===== src/rtl/add_accum.sv =====
// Sums a programmed number of adder results into a wide accumulator and holds each block sum for a valid/ready consumer.
// Result appears one cycle after the last sample; the adder cannot stall, so a result arriving at a full output is dropped and counted.
module add_accum #(
  parameter int DATA_W = 32,
  parameter int ACC_W  = 40,
  parameter int LEN_W  = 16
) (
  input  logic              ap_clk,
  input  logic              ap_rst_n,
  input  logic              ap_ce,
  input  logic              start,
  input  logic [LEN_W-1:0]  len,
  input  logic [DATA_W-1:0] in_data,
  input  logic              in_vld,
  output logic [ACC_W-1:0]  out_data,
  output logic              out_ovf,
  output logic              out_vld,
  input  logic              out_rdy,
  output logic              busy,
  output logic [7:0]        drop_cnt,
  output logic              len_err
);

  typedef enum logic {IDLE, ACC} state_t;

  state_t             state_q, state_d;
  logic [ACC_W-1:0]   acc_q, acc_d;
  logic [LEN_W-1:0]   cnt_q, cnt_d;
  logic [LEN_W-1:0]   len_q, len_d;
  logic               ovf_q, ovf_d;
  logic [ACC_W-1:0]   out_data_q, out_data_d;
  logic               out_ovf_q, out_ovf_d;
  logic               out_vld_q, out_vld_d;
  logic [7:0]         drop_cnt_q, drop_cnt_d;
  logic               len_err_q, len_err_d;

  logic [ACC_W:0]     sum;
  logic               res_vld;
  logic [ACC_W-1:0]   res_data;
  logic               res_ovf;

  assign sum = {1'b0, acc_q} + {{(ACC_W + 1 - DATA_W){1'b0}}, in_data};

  always_comb begin
    state_d    = state_q;
    acc_d      = acc_q;
    cnt_d      = cnt_q;
    len_d      = len_q;
    ovf_d      = ovf_q;
    len_err_d  = len_err_q;
    res_vld    = 1'b0;
    res_data   = sum[ACC_W-1:0];
    res_ovf    = ovf_q | sum[ACC_W];

    case (state_q)
      IDLE: begin
        if (start) begin
          if (len != '0) begin
            state_d = ACC;
            len_d   = len;
            acc_d   = '0;
            cnt_d   = '0;
            ovf_d   = 1'b0;
          end else begin
            len_err_d = 1'b1;
          end
        end
      end
      ACC: begin
        if (ap_ce && in_vld) begin
          acc_d = sum[ACC_W-1:0];
          ovf_d = ovf_q | sum[ACC_W];
          cnt_d = cnt_q + LEN_W'(1);
          if (cnt_q == len_q - LEN_W'(1)) begin
            res_vld = 1'b1;
            state_d = IDLE;
          end
        end
      end
      default: state_d = IDLE;
    endcase
  end

  // Output register: an accept in the same cycle frees the slot for the new result.
  always_comb begin
    out_data_d = out_data_q;
    out_ovf_d  = out_ovf_q;
    out_vld_d  = out_vld_q;
    drop_cnt_d = drop_cnt_q;

    if (out_vld_q && out_rdy) begin
      out_vld_d = 1'b0;
    end
    if (res_vld) begin
      if (!out_vld_q || out_rdy) begin
        out_data_d = res_data;
        out_ovf_d  = res_ovf;
        out_vld_d  = 1'b1;
      end else if (drop_cnt_q != 8'hFF) begin
        drop_cnt_d = drop_cnt_q + 8'd1;
      end
    end
  end

  always_ff @(posedge ap_clk) begin
    if (!ap_rst_n) begin
      state_q    <= IDLE;
      acc_q      <= '0;
      cnt_q      <= '0;
      len_q      <= '0;
      ovf_q      <= 1'b0;
      out_data_q <= '0;
      out_ovf_q  <= 1'b0;
      out_vld_q  <= 1'b0;
      drop_cnt_q <= '0;
      len_err_q  <= 1'b0;
    end else begin
      state_q    <= state_d;
      acc_q      <= acc_d;
      cnt_q      <= cnt_d;
      len_q      <= len_d;
      ovf_q      <= ovf_d;
      out_data_q <= out_data_d;
      out_ovf_q  <= out_ovf_d;
      out_vld_q  <= out_vld_d;
      drop_cnt_q <= drop_cnt_d;
      len_err_q  <= len_err_d;
    end
  end

  assign out_data = out_data_q;
  assign out_ovf  = out_ovf_q;
  assign out_vld  = out_vld_q;
  assign busy     = (state_q == ACC);
  assign drop_cnt = drop_cnt_q;
  assign len_err  = len_err_q;

endmodule

===== config.mk =====
export PLATFORM = sky130hd
export DESIGN_NAME = add_accum
export DESIGN_NICKNAME = d
export VERILOG_FILES = /design/src/rtl/add_accum.sv
export SDC_FILE = /design/constraint.sdc
export NUM_CORES = 1
export LEC_CHECK = 0
export CAP_MARGIN = 5
export CORE_UTILIZATION = 57
export CTS_BUF_LIST = sky130_fd_sc_hd__clkbuf_4
export CTS_CLUSTER_DIAMETER = 50
export DETAILED_ROUTE_END_ITERATION = 6
export GPL_ROUTABILITY_DRIVEN = 1
export PLACE_DENSITY = 0.83
export SETUP_SLACK_MARGIN = 0.02
export SYNTH_ARGS = -nofsm -noshare
export SYNTH_HDL_FRONTEND = slang
export SYNTH_SLANG_ARGS = --single-unit

===== constraint.sdc =====
create_clock -name ap_clk -period 3.8 [get_ports ap_clk]
set_input_delay 0.38 -clock ap_clk [delete_from_list [all_inputs] [get_ports ap_clk]]
set_output_delay 0.38 -clock ap_clk [all_outputs]
set_load 0.005 [all_outputs]

# == Yosys cells after proc, flatten, opt, wreduce, memory -nomap -nowiden ==
# Index checks and enable logic that the tools add are counted.
# totals
out_inout_bits,52
ff_bits,125
mem_bits_ro,0
latchBits,0
ramBits,0
in_bits,54
mem_count,0
# classes
div,0
n_mul,0
shifts,0
reduce_logical,10
bitwise_logic,4
add_sub_neg,4
magnitude_cmp,0
muxes,23
eq_ne,5
# op_table
operator,n
$mux 40,3
$pmux 40 s2,1
$mux 16,3
$add 40x32->41,1
$pmux 16 s2,1
$add 16x1->16 const B,1
$eq 16x16->1,1
$reduce_bool 16->1,1
$sub 16x1->16 const B,1
$mux 1,13
$reduce_and 3->1,4
$add 8x1->8 const B,1
$ne 8x8->1 const B,1
$ne 2x2->1 const B,2
$pmux 1 s2,2
$not 1->1,3
$logic_and 1x1->1,2
$ne 2x1->1 const B,1
$reduce_and 2->1,1
$logic_not 1->1,1
$logic_or 1x1->1,1
$or 1x1->1,1

# == Logic depth before layout (Yosys ltp) ==
# logic_depth
depth_word,6
ltp_mapped,14

# == Worst setup path after synthesis ==
# Ideal clock, no wire load.
# synth_timing
path_kind,input port to flip-flop
start,in in_data[0]
end,"reg out_data_q[36], in the netlist out_data[36]"
t_arrival_ns,2.950
path_buffers,0
path_slack_ns,0.765
cell_stages,12
path_cell_list,ha_1 inv_1 fa_1 nor2b_1 o2111ai_1 a211oi_1 o21ai_1 o31a_1 o31ai_2 nand3_1 xor2_1 a211oi_1
# synth_via
elab_chain_len,1
# synth_lines
element,line_no,source
from (decl),13,"input logic [DATA_W-1:0] in_data,"
$add 40x32->41,42,"assign sum = {1'b0, acc_q} + {{(ACC_W + 1 - DATA_W){1'b0}}, in_data};"
to (signal assigned),123,out_data_q <= out_data_d;
to (decl),31,"logic [ACC_W-1:0] out_data_q, out_data_d;"
# Every way passes these cells.
# A chain may end at the register's enable or synchronous reset.

# == Worst setup path in the final report ==
# layout_timing
start,reg len_q[2]
end,"reg out_data_q[3], in the netlist out_data[3]"
# layout_via
elab_chain_len,6
# layout_lines
element,line_no,source
from (decl),29,"logic [LEN_W-1:0] len_q, len_d;"
from (signal assigned),121,len_q <= len_d;
$sub 16x1->16,74,if (cnt_q == len_q - LEN_W'(1)) begin
$eq 16x16->1,74,
$mux 1,74,
$mux 1,70,if (ap_ce && in_vld) begin
$mux 1,55,case (state_q)
$reduce_and 2->1 (no source line),n/a,
# Every way passes these cells.

==> results by group <==
Timing
  – Clock skew: roughly 18 ps
  – Slew @ Worst Pin: around 730 ps
  – Post-Route Setup TNS: 0 ps
  – Unrepaired setup endpoints after global routing: no
  – Max-slew violations: 0
  – Rel. slew slack: 0.510
  – F_max: between 200 and 300 MHz
  – Setup violators final: 0
  – Fin. Hold Viols: 0
  – Minimum clock period: around 3500 ps
  – Part of the cycle the worst path needs: 0.909

Critical path
  – Crit path launch: len_q[2]
  – Crit path max-delay family: simple AND/OR/NAND/NOR gates
  – Setup CP Type: register to register
  – Crit-path slowest cell: nor4_4
  – WP data arrival: between 3000 and 4000 ps
  – CP max stage delay: about 580 ps
  – Reg-to-Reg Start: len_q[2]
  – CP cell instances: nor4_4 -> nand4b_2 -> or3_1 -> a22oi_2 -> nand4bb_1 -> or4b_4 -> nand2b_1 -> buf_4 -> nand2_1 -> a21oi_1
  – Worst EP required: between 4000 and 5000 ps
  – CP Launch Type: register
  – WP buf/inv: 1
  – Critical path capture point type: register
  – CP Max Fanout: 26

Synthesis
  – Synthesis-stage register bit count: between 100 and 150
  – Synth area leaders: dfxtp_1 (35%), nand2_1 (8.1%), a21oi_1 (6.7%)
  – Synth warn: 0
  – Top post-synthesis cells by count: nand2_1 (155), dfxtp_1 (125), a21oi_1 (96), nor2_1 (74), clkbuf_1 (40)
  – Synth Flop Type: dfxtp_1
  – Mapped Avg Cell Area: roughly 7.9 µm²
  – Largest area contributor in the netlist: dfxtp_1
  – Asr flop ratio synth: 0
  – Distinct cells, synth: 76
  – Most common cell in the netlist: nand2_1
  – Syn nets: roughly 990
  – Yosys top cell area share: 0.349
  – Synth Cell Area: between 7000 and 8000 µm²
  – Post-synth EDFFs: 0
  – Synthesized instance count: ~900
  – Seq/Total Area, Yosys: 0.349

Global routing
  – Global-route wire length before repair: between 30 and 40 mm
  – Antenna violations before repair: 0
  – Vias in the first global route: 6321
  – Total gr overflow: 0
  – Largest net degree at the start of global routing: 60
  – GRT Resource Usage Total: 0.294

Pwr
  – Leakage: between 3 and 4 nW
  – Power Density: 301 nW/µm²
  – Max rail drop VDD: 361 µV

Status
  – Outcome: completed

Placed design
  – Dpl cells: around 1100
  – Routability-driven placement congestion ratio: 0.924
  – Dpl hpwl: approximately 14 mm
  – Port-buffer cells: about 110

Cells and area
  – Fin cells: between 1000 and 1500
  – Final net count: ~1100
  – Layout Utilization: 0.708
  – Synthesis-to-finish area growth: 19.7%
  – Share of layout cells above drive strength 1: 0.0627
  – Number of diodes: 0

Clock tree
  – Clk Latency, worst-skew pair: roughly 550 ps
  – CTS buffer count: 17
  – CTS tree: done
  – CTS clk-pin slew, worst paths: about 110 ps
  – CTS root buf: clkbuf_4
  – H-tree depth: 4
  – # hold bufs at CTS: 0
  – Post-CTS Setup Bufs: 0
  – Clk sinks: approximately 130
  – CTS resizes: 0
  – Clock tree buffer depth: 2

Flow run
  – Maxcap violations: 0

Drt
  – Vias per inst: 5.82
  – Initial drt markers: 424
  – Post-DR wirelength/cell: between 15 and 20 µm
  – Routed Wire Length: 18.3 mm
  – Number of detailed-route iterations in the first pass: 5
  – Vias post-DR: roughly 6800
  – Post-route ant nets: 0
  – DRC: 0

Worst hold path
  – Worst Hold Class: input pin to register
  – Min-Delay Startpoint: len[6]

Floorplan
  – Die footprint: approximately 13000 µm²
  – Starting Density: 0.591
  – Die Width: ~110 µm
  – Core area: 12100 µm²
  – Chip height: around 110 µm
  – # IOs: about 110
  – Cell row count: 40
final cells by class:
| cell class | count | area, µm² |
|---|---|---|
| clock buffers | 21 | 158 |
| well taps | 168 | 210 |
| flip-flops and latches | 125 | 2500 |
| repair buffers | 121 | 1180 |
| multi-input cells | 712 | 4390 |
| inverters | 15 | 56.3 |
| fillers | 1068 | 3540 |
| clock inverters | 10 | 75.1 |
cells in the final DEF, fill, tap and decap left out, types with 14 or more instances in the layout:
| master | instances |
|---|---|
| inv_1 | 14 |
| nor2_1 | 74 |
| nand3_1 | 28 |
| o21ai_0 | 26 |
| clkbuf_4 | 21 |
| ha_1 | 35 |
| buf_4 | 15 |
| nand2_1 | 155 |
| xnor2_1 | 37 |
| xor2_1 | 35 |
| a21oi_1 | 96 |
| and3_1 | 16 |
| dfxtp_1 | 125 |
| nand4_1 | 17 |
| clkdlybuf4s50_1 | 105 |
| a21o_1 | 21 |
where the power goes:
part           internal, mW  switching, mW
clock                 0.337          0.484
sequential             1.33         0.0248
combinational         0.173          0.234
cells by family (layout without fill, tap and decap cells):
family,Yosys count,after routing,share of synthesized area
xor gates and xnor gates,72,72,0.0880
and+or+nand+nor,368,368,0.251
muxes,2,2,0.00297
adders and majority gates,36,36,0.0639
buffers and inverters,65,167,0.0377
AOI/OAI and AO/OA,234,234,0.207
DFF,125,125,0.349
routing by layer:
metal  vias to the layer above  part of all wire  wire [µm]  global-route usage
li1                       3394                 -          -                   -
met1                      3201              0.46       8420               0.386
met2                       204              0.47       8590               0.476
met3                        25             0.054        994              0.0672
met4                         0             0.018        331               0.103
met5                         -                 0          0                   0
through the flow:
| step | hold slack (ps) | setup slack, ps | cell area (µm²) | total power [mW] |
|---|---|---|---|---|
| 2_1_floorplan | 429 | 765 | 7160 | 1.64 |
| 3_3_place_gp | 440 | 176 | 8340 | 1.78 |
| 3_5_place_dp | 445 | 19.8 | 8340 | 1.78 |
| 4_1_cts | 362 | 393 | 8580 | 2.59 |
| 5_1_grt | 359 | 210 | 8580 | 2.70 |
| 6_report | 393 | 346 | 8580 | 2.58 |
sequential cells by signal, indices dropped and copies added (netlist names):
signal / count
ovf_q: 1
acc_q: 40
out_ovf: 1
len_q: 16
cnt_q: 16
busy: 1
out_vld: 1
out_data: 40
drop_cnt: 8
len_err: 1
worst register-to-register path, stage by stage, from the launching register on:
cell and delay (ps):
dfxtp_1 420, nor4_4 580, nand4b_2 220, or3_1 400, a22oi_2 240, nand4bb_1 180, or4b_4 550, nand2b_1 270
buf_4 300, nand2_1 110, a21oi_1 60
final timing paths:
path | to | slack [ps] | cells after the start
max reg2reg | out_data[3] | 350 | 10
min reg2reg | out_data[21] | 460 | 2
min | len_q[6] | 390 | 3
max | out_data[3] | 350 | 10
Note: power is estimated with default switching activity, not from simulation.
